===== src/rtl/pc_select.sv =====
// Fetch PC selection for a Y86-64 pipeline: prediction, return wait, halt and redirect.
// Optional macro PC_SELECT_BTFN_EN selects backward-taken/forward-not-taken JXX prediction.
module pc_select #(
  parameter logic [63:0] RESET_VECTOR = 64'h0
) (
  input  logic        clk,
  input  logic        rst_n,
  input  logic [3:0]  f_icode,
  input  logic [63:0] f_valC,
  input  logic [63:0] f_valP,
  input  logic        stall,
  input  logic        mispredict,
  input  logic [63:0] resolve_target,
  input  logic        ret_valid,
  input  logic [63:0] ret_addr,
  output logic [63:0] pc,
  output logic        pc_valid,
  output logic        halted
);

  localparam int unsigned ADDR_W  = 64;
  localparam int unsigned ICODE_W = 4;

  localparam logic [ICODE_W-1:0] ICODE_HALT = ICODE_W'(0);
  localparam logic [ICODE_W-1:0] ICODE_JXX  = ICODE_W'(7);
  localparam logic [ICODE_W-1:0] ICODE_CALL = ICODE_W'(8);
  localparam logic [ICODE_W-1:0] ICODE_RET  = ICODE_W'(9);

  typedef enum logic [1:0] {
    RUN      = 2'd0,
    RET_WAIT = 2'd1,
    HALTED   = 2'd2
  } state_t;

  state_t              state;
  state_t              state_nxt;
  logic [ADDR_W-1:0]   pc_nxt;
  logic [ADDR_W-1:0]   jxx_target;

  // Predicted successor of a conditional jump.
`ifdef PC_SELECT_BTFN_EN
  assign jxx_target = (f_valC < pc) ? f_valC : f_valP;
`else
  assign jxx_target = f_valC;
`endif

  assign pc_valid = (state == RUN);
  assign halted   = (state == HALTED);

  // State and PC register.
  always_ff @(posedge clk) begin
    if (!rst_n) begin
      state <= RUN;
      pc    <= RESET_VECTOR;
    end else begin
      state <= state_nxt;
      pc    <= pc_nxt;
    end
  end

  // Next-state and next-PC selection; a mispredict redirect beats everything but reset.
  always_comb begin
    state_nxt = state;
    pc_nxt    = pc;
    if (mispredict) begin
      state_nxt = RUN;
      pc_nxt    = resolve_target;
    end else if (!stall) begin
      unique case (state)
        RUN: begin
          unique case (f_icode)
            ICODE_JXX:  pc_nxt    = jxx_target;
            ICODE_CALL: pc_nxt    = f_valC;
            ICODE_RET:  state_nxt = RET_WAIT;
            ICODE_HALT: state_nxt = HALTED;
            default:    pc_nxt    = f_valP;
          endcase
        end
        RET_WAIT: begin
          if (ret_valid) begin
            state_nxt = RUN;
            pc_nxt    = ret_addr;
          end
        end
        HALTED: begin
          state_nxt = HALTED;
        end
        default: begin
          state_nxt = RUN;
        end
      endcase
    end
  end

endmodule


===== config.mk =====
export PLATFORM = sky130hd
export DESIGN_NAME = pc_select
export DESIGN_NICKNAME = d
export VERILOG_FILES = /design/src/rtl/pc_select.sv
export SDC_FILE = /design/constraint.sdc
export NUM_CORES = 1
export LEC_CHECK = 0
export ABC_AREA = 0
export BUFFER_PORTS_ARGS = -buffer_cell sky130_fd_sc_hd__buf_2
export CORE_AREA = 4 4 126 128
export DETAILED_ROUTE_END_ITERATION = 16
export DIE_AREA = 0 0 130 132
export GPL_TIMING_DRIVEN = 0
export PLACE_DENSITY_LB_ADDON = 0.05
export SETUP_SLACK_MARGIN = 0.15
export SYNTH_ARGS = -nofsm -noshare
export SYNTH_HDL_FRONTEND = slang
export SYNTH_SLANG_ARGS = --single-unit

===== constraint.sdc =====
create_clock -name clk -period 3.9 [get_ports clk]
set_input_delay 0.78 -clock clk [delete_from_list [all_inputs] [get_ports clk]]
set_output_delay 0.78 -clock clk [all_outputs]
set_load 0.02 [all_outputs]

=== After elaboration in Yosys (flattened, before gate mapping) ===
Cells that the tools add are included.

* Bitwise gates (word level): 2
* Reductions and logical operators: 8
* Equal/unequal tests: 10
* Multiplexer cells: 8

{| class="wikitable"
|+ Operators with widths
! operator !! count
|-
| one-hot mux 64 bit (2 select lines) || 2
|-
| two-way mux 64 bit || 3
|-
| equality test 4 bit (second input constant) || 2
|-
| != test 3 bit (second input constant) || 2
|-
| one-hot mux 2 bit (3 select lines) || 1
|-
| OR reduction 2 bit || 3
|-
| equality test 4 x 3 -> 1 bit (second input constant) || 1
|-
| logical NOT 4 bit || 1
|-
| one-hot mux 2 bit (2 select lines) || 1
|-
| AND reduction 4 bit || 1
|-
| != test 3 x 1 -> 1 bit (second input constant) || 1
|-
| AND reduction 3 bit || 1
|-
| nonzero test 3 bit || 1
|-
| equality test 2 x 1 -> 1 bit (second input constant) || 1
|-
| equality test 2 bit (second input constant) || 1
|-
| logical NOT 2 bit || 1
|-
| two-way mux 2 bit || 1
|-
| != test 2 x 1 -> 1 bit (second input constant) || 1
|-
| != test 2 bit (second input constant) || 1
|-
| inverter 1 bit || 2
|}

* Register bits after elaboration: 66
* Logic and storage cells: 30
* Input port bits: 265
* Output and inout bits: 66

=== Depth between registers and ports, before layout ===
* Word-level depth: 6
* Gate-level depth with buffers: 7
* Mapped depth without buffers: 4

=== Least setup slack after synthesis ===
Ideal clock, no wire load.

* Path kind: in2reg
* From: input port f_icode[0]
* To: register pc[0]
* Data arrival time: 2.003 ns
* Cell stages on the path: 7
* Required time: 3.775 ns
* Path buffers: 3
* Setup time: 0.125 ns
* Slack: 1.772 ns
* Cells stage by stage: buf_6 or4b_1 buf_2 buf_2 nand3_1 a311o_1 a31oi_1

* Cells in the longest elaborated chain, start to end: 6
* Elaborated cells between the ends (all ways): 12
* Classes of those cells: eq/ne: 4; mux: 4; reduce/logical: 4

{| class="wikitable"
|+ RTL lines
! element !! RTL line !! RTL
|-
| from (decl) || 8 || <nowiki>input logic [3:0] f_icode,</nowiki>
|-
| equality test 4 bit, or another cell as far along || 71 || <nowiki>unique case (f_icode)</nowiki>
|-
| OR reduction 2 bit (no line) || -- ||
|-
| one-hot mux 64 bit (2 select lines) || 71 ||
|-
| one-hot mux 64 bit (2 select lines) || 69 || <nowiki>unique case (state)</nowiki>
|-
| two-way mux 64 bit || 68 || <nowiki>end else if (!stall) begin</nowiki>
|-
| two-way mux 64 bit || 65 || <nowiki>if (mispredict) begin</nowiki>
|-
| to (signal assigned) || 57 || <nowiki>pc <= pc_nxt;</nowiki>
|-
| to (decl) || 16 || <nowiki>output logic [63:0] pc,</nowiki>
|}

Parallel ways exist; a longest one is shown, timed or not. The select of a mux whose other input is x is not followed.
A chain may end at the register's enable or synchronous reset.

=== Worst setup path after layout ===
* From: input port f_icode[2]
* To: register pc[35]

Same word-level chain as after synthesis.

==> results.py <==
metrics = {
    "cells_and_area": {
        "final_core_util": 0.449,
        "nets": 1223,
        "drive_above_1_share": 0.400,
        "layoutNonFillerInstCount": 1152,
        "fin_area_sq_um": 6680,
        "final_common_cell": "buf_2",
        "mostFrequentLayoutCells": "buf_2 (361), nor2_1 (67), dfxtp_1 (66)",
        "area_delta_synth_final_pct": 47.9,
        "n_fill_cell": 1714,
    },
    "synth": {
        "synth.distinct_cells": 30,
        "netlist_area_sq_um": 4510,
        "synthFlopType": "dfxtp_1",
        "yosysWarnings": 0,
        "ys_seq_area_frac": 0.293,
        "ys_async_sr_fraction": 0,
        "syn-num-nets": 885,
        "synth_area_per_cell_sq_um": 7.28,
        "synth_edf_count": 0,
        "ys_ff_latch": 66,
        "synthCells": 620,
    },
    "die": {
        "fp.dieArea_sq_um": 17200,
        "ios": 331,
        "fp.coreArea_sq_um": 14900,
        "dieHeight_microns": 132,
        "initial_utilization": 0.304,
        "row_count": 45,
        "die_x_microns": 130,
    },
    "place": {
        "gp_congestion": 0.901,
        "place_ws_ps": 1150,
        "place_inst": 1135,
        "dpl_cell_area_sq_um": 6380,
        "post-dp-hpwl_microns": 17400,
        "port_buffers": 327,
    },
    "grt": {
        "grt_pass1_vias": 6284,
        "antenna_found_initial": 3,
        "grt_max_degree": 11,
        "grt-ovfl-total": 0,
        "grt_first_pass_wirelength_microns": 33900,
        "grt_usage": 0.252,
    },
    "routing": {
        "wl_per_cell_microns": 19.7,
        "ant_nets": 0,
        "viasPerCell": 5.55,
        "vias": 6389,
        "drt_pass1_iterations": 5,
        "routed_wl_microns": 22700,
        "drc_errors": 0,
        "drt_iter0_drc": 389,
    },
    "sta": {
        "finalSetupViolCount": 0,
        "slew_headroom": 0.506,
        "setup_ws_ps": 1510,
        "fmax_mhz": 418,
        "whs_ps": 557,
        "maxSlewViolCount": 0,
        "max_slew.worst_pin.slew_ps": 738,
        "setup_tns_ps": 0,
        "skew_ps": 4.05,
        "period_share": 0.614,
        "hold_viol_final": 0,
        "rsz0062_at_grt": "no",
        "post-route-min-period_ps": 2390,
    },
    "power_and_ir_drop": {
        "combPwrFrac": 0.272,
        "leakage_nw": 3.15,
        "clkPwrFrac": 0.374,
        "internal_power_mw": 1.50,
        "pwr-share-seq": 0.354,
        "power.switching_mw": 0.663,
        "switching_share": 0.307,
        "ir_drop_v": 0.000217,
        "power_density_nw_per_um2": 323,
        "total_power_mw": 2.16,
    },
    "worst_setup_path": {
        "crit_type": "in2reg",
        "r2r_slack_ps": 1850,
        "critPathMaxStageDelay_ps": 700,
        "crit_path_end_kind": "flop",
        "critPathSlowestCell": "nor4b_4",
        "critical_path_required_ps": 4160,
        "cp_cell_sequence": "buf_2, nor4b_4, clkbuf_2, o21ai_0, a311o_1, a31oi_1",
        "cpLargestDelayFamily": "simple AND/OR/NAND/NOR gates",
        "crit_path_start_kind": "input port",
        "crit_fanout": 10,
        "cp.arrival_ps": 2650,
        "path_buf_inv": 2,
    },
    "clock_network": {
        "htreeDepth": 3,
        "cts_max_path_buffers": 2,
        "clock_latency_ps": 330,
        "tritoncts": "built",
        "post_cts_buffers": 0,
        "root_buffer": "clkbuf_16",
        "cts_resized": 0,
        "clkSinkCount": 66,
        "cts_buffers": 9,
        "cts_hold_buf": 0,
        "cts.clk_slew.worst_paths_ps": 60,
    },
    "min_path": {
        "hp-class": "reg2reg",
    },
    "outcome": {
        "outcome": "finished clean",
    },
    "run": {
        "max_cap_viol_count": 0,
    },
}
==> layer usage <==
| layer | vias to the layer above | part of all wire | wire length (microns) | global-route usage |
|---|---|---|---|---|
| met5 | - | 0.00031 | 7 | 0 |
| met4 | 2 | 0.031 | 692 | 0.100 |
| met3 | 41 | 0.084 | 1910 | 0.0608 |
| met2 | 307 | 0.48 | 10900 | 0.418 |
| met1 | 2967 | 0.40 | 9120 | 0.310 |
| li1 | 3072 | - | - | - |
==> state kept, by name, summed over array words and instances (netlist names) <==
name   cells
state      2
pc        64
==> path summary, 6_finish.rpt <==
check | from | endpoint | cells past startpoint
max | f_icode[2] | pc[35] | 6
min | pc[50] | pc[50] | 2
max reg2reg | state[1] | pc[14] | 6
min reg2reg | pc[50] | pc[50] | 2
==> cells by family after synthesis <==
kind of cell              Yosys count  synth area share
buffers and inverters              86            0.0857
and+or+nand+nor                   207             0.203
xor gates and xnor gates            1           0.00194
DFF                                66             0.293
AOI/OAI and AO/OA                 260             0.417
==> area by class of cell <==
type / instances / area (sq um) / area share
buffer: 85 / 383 / 0.0574
clock buffer: 12 / 246 / 0.0369
antenna: 2 / 5.00 / 0.000750
tap: 188 / 235 / 0.0352
timing repair buffer: 327 / 1640 / 0.245
clock inverter: 3 / 40.0 / 0.00600
sequential: 66 / 1320 / 0.198
multi-input combinational: 468 / 2800 / 0.420
inverter: 1 / 3.75 / 0.000562
==> Yosys cell counts, drive strengths merged, types with 2 or more instances <==
cell    number  share of area
nor2b        2         0.0028
nand2       64          0.053
a311o       64           0.14
o21ai       64          0.071
buf         43          0.049
nor4b        2         0.0072
o31ai       64           0.11
nor2        67          0.056
clkbuf      42          0.036
nand3       64          0.071
nor3         2         0.0022
dfxtp       66           0.29
a31oi       64          0.089
==> tightest hold or removal path, stage by stage (launching register included) <==
cell,delay [ps]
dfxtp_1,320
o31ai_1,80
a31oi_1,120
==> power by group through the flow <==
stage          clock [mW]  sequential (mW)  combinational (mW)
5_1_grt             0.853            0.771               0.639
6_report            0.807            0.764               0.587
2_1_floorplan           0            0.850               0.237
3_5_place_dp            0            0.777               0.588
4_1_cts             0.826            0.763               0.590
3_3_place_gp            0            0.776               0.593
Note: power is estimated with default switching activity, not from simulation.
